[src/rtl/vending_machine.sv]
// vending_machine: coin-operated vending controller for four items.
// Accepts nickel/dime pulses, accumulates credit in 5-cent units, dispenses
// the latched item once credit covers its price, and returns change nickels.
// Optional feature macro: VEND_COUNTER_EN adds an 8-bit vend_count output.
module vending_machine #(
  parameter int PRICE_0     = 3,
  parameter int PRICE_1     = 4,
  parameter int PRICE_2     = 5,
  parameter int PRICE_3     = 6,
  parameter int HOLD_CYCLES = 4
) (
  input  logic       clock,
  input  logic       reset,
  input  logic [1:0] item_number,
  input  logic       nickel_in,
  input  logic       dime_in,
  output logic       nickel_out,
  output logic       dispense
`ifdef VEND_COUNTER_EN
  ,
  output logic [7:0] vend_count
`endif
);

  typedef enum logic [1:0] {
    S_IDLE  = 2'd0,
    S_ACCUM = 2'd1,
    S_VEND  = 2'd2
  } state_t;

  // Last hold-counter value for a single vend and for a double-nickel vend.
  localparam logic [4:0] HOLD_LAST   = 5'(HOLD_CYCLES - 1);
  localparam logic [4:0] HOLD2_LAST  = 5'(2 * HOLD_CYCLES - 1);

  state_t     r_state,      w_state_next;
  logic [3:0] r_credit,     w_credit_next;
  logic [1:0] r_item,       w_item_next;
  logic [4:0] r_hold_cnt,   w_hold_cnt_next;
  logic       r_double,     w_double_next;   // two change nickels owed
  logic       r_dispense,   w_dispense_next;
  logic       r_nickel_out, w_nickel_out_next;

  logic [1:0] w_coin_units;
  logic [3:0] w_price;
  logic [3:0] w_overshoot;
  logic [4:0] w_hold_last;
  logic       w_vend_entry;

  function automatic logic [3:0] price_of(input logic [1:0] item);
    case (item)
      2'b00:   price_of = 4'(PRICE_0);
      2'b01:   price_of = 4'(PRICE_1);
      2'b10:   price_of = 4'(PRICE_2);
      default: price_of = 4'(PRICE_3);
    endcase
  endfunction

  // Coin value this edge (nickel+dime together is 3 units) and current price.
  assign w_coin_units = {1'b0, nickel_in} + {dime_in, 1'b0};
  assign w_price      = price_of(r_item);
  assign w_overshoot  = r_credit - w_price;
  assign w_hold_last  = r_double ? HOLD2_LAST : HOLD_LAST;
  assign w_vend_entry = (r_state == S_ACCUM) && (w_state_next == S_VEND);

  // Next-state and next-output logic for the vend controller.
  always_comb begin
    // NOTE: every signal gets a default before the case so no latch is inferred.
    w_state_next      = r_state;
    w_credit_next     = r_credit;
    w_item_next       = r_item;
    w_hold_cnt_next   = r_hold_cnt;
    w_double_next     = r_double;
    w_dispense_next   = r_dispense;
    w_nickel_out_next = r_nickel_out;

    case (r_state)
      S_IDLE: begin
        if (w_coin_units != 2'd0) begin
          w_item_next   = item_number;
          w_credit_next = {2'b00, w_coin_units};
          w_state_next  = S_ACCUM;
        end
      end

      S_ACCUM: begin
        if (r_credit >= w_price) begin
          // Committed to vend: coins on this edge are not credited.
          w_state_next      = S_VEND;
          w_hold_cnt_next   = 5'd0;
          w_dispense_next   = 1'b1;
          w_nickel_out_next = (w_overshoot != 4'd0);
          w_double_next     = (w_overshoot == 4'd2);
        end else begin
          w_credit_next = r_credit + {2'b00, w_coin_units};
        end
      end

      S_VEND: begin
        if (r_hold_cnt == w_hold_last) begin
          w_state_next      = S_IDLE;
          w_credit_next     = 4'd0;
          w_hold_cnt_next   = 5'd0;
          w_double_next     = 1'b0;
          w_dispense_next   = 1'b0;
          w_nickel_out_next = 1'b0;
        end else begin
          w_hold_cnt_next = r_hold_cnt + 5'd1;
          // Second change nickel: dispense ends, nickel_out keeps going.
          if (r_hold_cnt == HOLD_LAST) begin
            w_dispense_next = 1'b0;
          end
        end
      end

      default: begin
        w_state_next = S_IDLE;
      end
    endcase
  end

  // State and registered-output update with synchronous reset.
  always_ff @(posedge clock) begin
    // NOTE: sequential state uses non-blocking assignments only.
    if (reset) begin
      r_state      <= S_IDLE;
      r_credit     <= 4'd0;
      r_item       <= 2'd0;
      r_hold_cnt   <= 5'd0;
      r_double     <= 1'b0;
      r_dispense   <= 1'b0;
      r_nickel_out <= 1'b0;
    end else begin
      r_state      <= w_state_next;
      r_credit     <= w_credit_next;
      r_item       <= w_item_next;
      r_hold_cnt   <= w_hold_cnt_next;
      r_double     <= w_double_next;
      r_dispense   <= w_dispense_next;
      r_nickel_out <= w_nickel_out_next;
    end
  end

  assign dispense   = r_dispense;
  assign nickel_out = r_nickel_out;

`ifdef VEND_COUNTER_EN
  logic [7:0] r_vend_count;

  // Count entries into VEND, wrapping at 255.
  always_ff @(posedge clock) begin
    if (reset) begin
      r_vend_count <= 8'd0;
    end else if (w_vend_entry) begin
      r_vend_count <= r_vend_count + 8'd1;
    end
  end

  assign vend_count = r_vend_count;
`else
  logic w_unused_vend_entry;
  assign w_unused_vend_entry = w_vend_entry;
`endif

endmodule

[config.mk]
export PLATFORM = sky130hd
export DESIGN_NAME = vending_machine
export DESIGN_NICKNAME = d
export VERILOG_FILES = /design/src/rtl/vending_machine.sv
export SDC_FILE = /design/constraint.sdc
export NUM_CORES = 1
export LEC_CHECK = 0
export BUFFER_PORTS_ARGS = -buffer_cell sky130_fd_sc_hd__buf_4
export CAP_MARGIN = 10
export CORE_MARGIN = 3
export CORE_UTILIZATION = 53
export DETAILED_ROUTE_END_ITERATION = 8
export PLACE_DENSITY = 0.83
export SLEW_MARGIN = 15
export SYNTH_ARGS = -nofsm -noshare
export SYNTH_HDL_FRONTEND = slang
export SYNTH_SLANG_ARGS = --single-unit
[constraint.sdc]
create_clock -name clock -period 2.4 [get_ports clock]
set_input_delay 0.24 -clock clock [delete_from_list [all_inputs] [get_ports clock]]
set_output_delay 0.24 -clock clock [all_outputs]
set_load 0.01 [all_outputs]
### Yosys cells after proc, flatten, opt, wreduce, memory -nomap -nowiden

Cells that the tools add are included.

| word-level totals | value |
|---|---|
| bits in registers | 16 |

| cells by class | value |
|---|---|
| mux-type cells | 22 |
| eq/ne operators | 12 |
| $lt $le $gt $ge | 1 |
| reduce and logical (&&, ||, !) cells | 12 |
| add/subtract/negate cells | 4 |

Operator list:

| kind | count |
|---|---|
| $mux W4 | 3 |
| $pmux W4 S3 | 1 |
| $mux W5 | 2 |
| $pmux W5 S2 | 1 |
| $pmux W3 S3 | 1 |
| $reduce_and A3 Y1 | 3 |
| $mux W1 | 6 |
| $mux W2 | 3 |
| $ne A2 B2 Y1 const B | 3 |
| $pmux W1 S2 | 3 |
| $pmux W2 S3 | 1 |
| $add A5 B1 Y5 const B | 1 |
| $eq A5 B2 Y1 const B | 1 |
| $eq A5 B3 Y1 | 1 |
| $add A4 B2 Y4 | 1 |
| $eq A2 B1 Y1 const B | 2 |
| $eq A2 B2 Y1 const B | 2 |
| $eq A4 B2 Y1 const B | 1 |
| $ge A4 B4 Y1 | 1 |
| $logic_not A2 Y1 | 2 |
| $reduce_and A2 Y1 | 2 |
| $reduce_and A4 Y1 | 1 |
| $reduce_bool A2 Y1 | 2 |
| $reduce_bool A4 Y1 | 1 |
| other kinds (6) | 6 |

### Longest topological paths before layout

| logic depth | value |
|---|---|
| depth after elaboration | 6 |
| gate-level depth with buffers | 11 |
| depth with buffers taken out | 11 |

### Worst setup path before layout

No wires, ideal clock.

| path | value |
|---|---|
| kind | register to register |
| from | register r_item[0] |
| to | register r_double |
| clock period less this slack | 2.293 ns |
| cell stages (with the launch flop) | 12 |
| library setup time | 0.092 ns |
| arrival time | 2.201 ns |
| path buffers | 0 |
| path slack | 0.107 ns |
| cells stage by stage | dfxtp_1 inv_1 ha_1 nor2_1 nor2_1 ha_1 fa_1 nand2b_1 nand4_1 nand3b_1 or3_1 o32ai_1 |

| on the way | value |
|---|---|
| longest elaborated chain between the ends | 6 |
| elaborated cells on any way between the ends | 11 |
| those cells by class | add/sub (1); order compare (1); eq/ne (4); mux (3); reduce/logical (2) |

RTL lines:

| item | line | RTL |
|---|---|---|
| start, declared | 37 | `logic [1:0] r_item, w_item_next;` |
| start signal, assigned | 135 | `r_item <= w_item_next;` |
| $eq A2 B2 Y1, or another cell as far along | 50 | `case (item)` |
| $pmux W3 S3 * | 50 |  |
| $sub A4 B4 Y4 | 61 | `assign w_overshoot = r_credit - w_price;` |
| $eq A4 B2 Y1 | 92 | `w_double_next = (w_overshoot == 4'd2);` |
| $mux W1 | 86 | `if (r_credit >= w_price) begin` |
| $pmux W1 S2 | 76 | `case (r_state)` |
| end signal, assigned | 137 | `r_double <= w_double_next;` |
| end, declared | 39 | `logic r_double, w_double_next;` |

Mark *: on every way between the ends. The rest lies on a longest branch, timed or not. The select of a mux whose other input is x is not followed.
A chain may end at the register's enable or synchronous reset.

### Worst setup path after layout

Same ends and word-level chain as after synthesis.

==> metrics.cfg <==
[critical_path]
reg2reg_depth=11
r2r-end=r_double
endpoint_kind=flop
crit_path_cell_trace=inv_2 > ha_1 > nor2_1 > nor2_1 > ha_2 > fa_2 > nand2b_4 > nand4_1 > nand3b_1 > or3_1 > o32ai_2
crit_type=flop to flop
worstReg2RegStart=r_item[0]
path_buf_inv=1
slowest_delay_ns=0.35
required_ns=2.60
crit_top_cell=nor2_1
worst-path-stages=11
r2r_slack_ns=0.06
critPathLaunchType=flop
path_delay_family=simple AND/OR/NAND/NOR gates
worstPathMaxFanout=4
crit_arrival_ns=2.54
critPathSlowestCell=dfxtp_2

[synthesis]
syn_nets=151
synth_top_area_share_pct=28.6
syn_inst=131
syn_area_um2=1120
ys_seq_area_share_pct=28.6
ys.flop_type=dfxtp_1
synth_area_leader_cell=dfxtp_1
synth_common_cells=nor2_1 (18), dfxtp_1 (16), inv_1 (14), ha_1 (12)
synth-seq-cells=16
async_flop_share_pct=0
synth.area.top_cells=dfxtp_1 (29%), ha_1 (13%), nor2_1 (6.0%), inv_1 (4.7%), fa_1 (3.6%)
synth_edf_count=0
yosys_warnings=0
syn_area_per_cell_um2=8.54
ys_types=40
yosysMostFrequentCell=nor2_1

[cells_and_area]
multi_input_area_um2=758
drive_gt1_share_pct=25.5
fin_area_um2=1290
fin_nets=167
seq_area_um2=325
fillCellCount=161
diodes=0
fin_util_pct=69.3
area_growth_pct=15.1

[placement]
port_buffers=7
placed_cell_area_um2=1210
preCtsSetupSlack_ns=-0.193
gp_congestion=0.845
hpwl_um=1780

[clocking]
cts_tree=done
cts.clk_slew.worst_paths_ns=0.09
cts.sinks=16
clockRootBuffer=clkbuf_4
htree_levels=1
worst_skew_pair.late_latency_ns=0.28
ctsHoldBuffers=0
cts_max_path_buffers=2
cts_made_buffers=3

[min_path]
hold_end=r_item[1]
hold_depth=3
worstHoldStart=item_number[1]
hold_path_class=input pin to flop

[job]
maxCapViolCount=0

[power]
leakagePower_nw=0.550
peakVddDrop_mv=0.870
p_per_area_nw_per_um2=1060

[drt]
vias_per_cell=5.57
drc_errors=0
ant_nets=0
drt_iter0_drc=25
routedWlPerCell_um=13.5
firstDrtPassIters=4
wl_um=2290
num_vias=947

[sta]
fin_crit_ns=2.34
setup_tns_ns=0
rsz0062_at_grt=yes
hold_violations=0
max_freq_ghz=0.427
clock_skew_ns=0.00631
hold_ws_ns=0.183
finalCritPeriodShare_pct=97.5
timing.final.ws_setup_ns=0.0591
slew_violations=0
slew_headroom_pct=61.7
setup_violations=0
tightestPinTransition_ns=0.569

[global_route]
grt_pass1_wl_um=3990
overflow=0
grt_max_degree=17
antenna_found_initial=0
grt_use_total_pct=19.6
grt_pass1_vias=910

[status]
outcome=complete, no violations

[floorplanning]
die_area_um2=2700
die_w_um=51.9
die_h_um=51.9
core.rowCount=15
coreArea_um2=1860
ios=8
start_util_pct=60.2

[logic make-up after synthesis]
family | synth area share, %
simple gates | 24.6
compound gates | 17.5
buf+inv | 5.59
flops | 28.6
fa+ha+maj | 17.0
xor+xnor | 3.13
mux | 3.58
[where the power goes]
group / switching (W) / total [W] / internal (W)
Combinational: 0.000468 / 0.000865 / 0.000397
Clock: 0.0000794 / 0.000138 / 0.0000583
Sequential: 0.0000435 / 0.000363 / 0.000320
Total: 0.000591 / 0.00137 / 0.000775
[cell type report]
type / count / share of cell area, %
inverter: 14 / 4.08
sequential: 16 / 25.3
multi-input combinational: 99 / 58.9
clock buffer: 3 / 1.75
timing repair buffer: 13 / 7.58
tap: 25 / 2.43
[flip-flops by register name, summed over array words and instances (netlist names)]
register,cells
dispense,1
r_state,2
r_credit,4
r_hold_cnt,5
r_item,2
nickel_out,1
r_double,1
[through the flow]
step	total power [W]	std cells
6_report	0.00137	170
5_1_grt	0.00149	170
4_1_cts	0.00133	167
3_5_place_dp	0.00115	163
3_3_place_gp	0.00111	163
2_1_floorplan	0.000956	131
[how the worst max path moves through the flow]
stage / start / endpoint / slack (ns)
2_1_floorplan: r_item[0] / r_double / 0.11
3_3_place_gp: r_item[0] / r_double / 0.04
3_5_place_dp: r_item[0] / r_double / -0.19
4_1_cts: r_item[0] / r_double / 0.01
5_1_grt: r_item[0] / r_hold_cnt[2] / -0.03
6_report: r_item[0] / r_double / 0.06
[repair_timing]
item | 4_1_cts | 5_1_grt
pin swaps | 1 | 1
hold endpoints to repair | 0 | 0
buffers inserted | 1 | 3
endpoints found under the setup margin | 7 | 6
gates cloned | 0 | 0
resized for setup | 5 | 4
[placed cells by master (no fill, tap or decap), types with 2 or more instances in the layout]
cell type and n:
nand2b_1 2, mux2i_1 4, nor3_1 2, and3_2 2
clkbuf_4 3, dfxtp_1 14, ha_2 2, nor2_1 18
a21oi_1 4, o32ai_1 2, ha_1 10, nand3_2 2
a211oi_1 2, xor2_1 3, nand3_1 7, nand4_1 2
inv_1 13, buf_4 13, nand2_1 4, nor2b_1 2
nand3b_1 2, o21ai_0 7
[layer usage]
layer / track usage (%) / wire, um / vias up
li1: - / - / 488
met4: 3.93 / 13 / 0
met5: 0 / 0 / -
met3: 5.16 / 69 / 2
met2: 34.3 / 1130 / 15
met1: 23.9 / 1070 / 442
[worst register-to-register path: cells and delay by family, from the launching register on]
kind	cells	cell delay, ns
AOI/OAI and AO/OA	1	0.20
adders and majority gates	3	0.73
buffers and inverters	1	0.05
DFF	1	0.35
and+or+nand+nor	6	0.92
(Power assumes the default switching activity.)
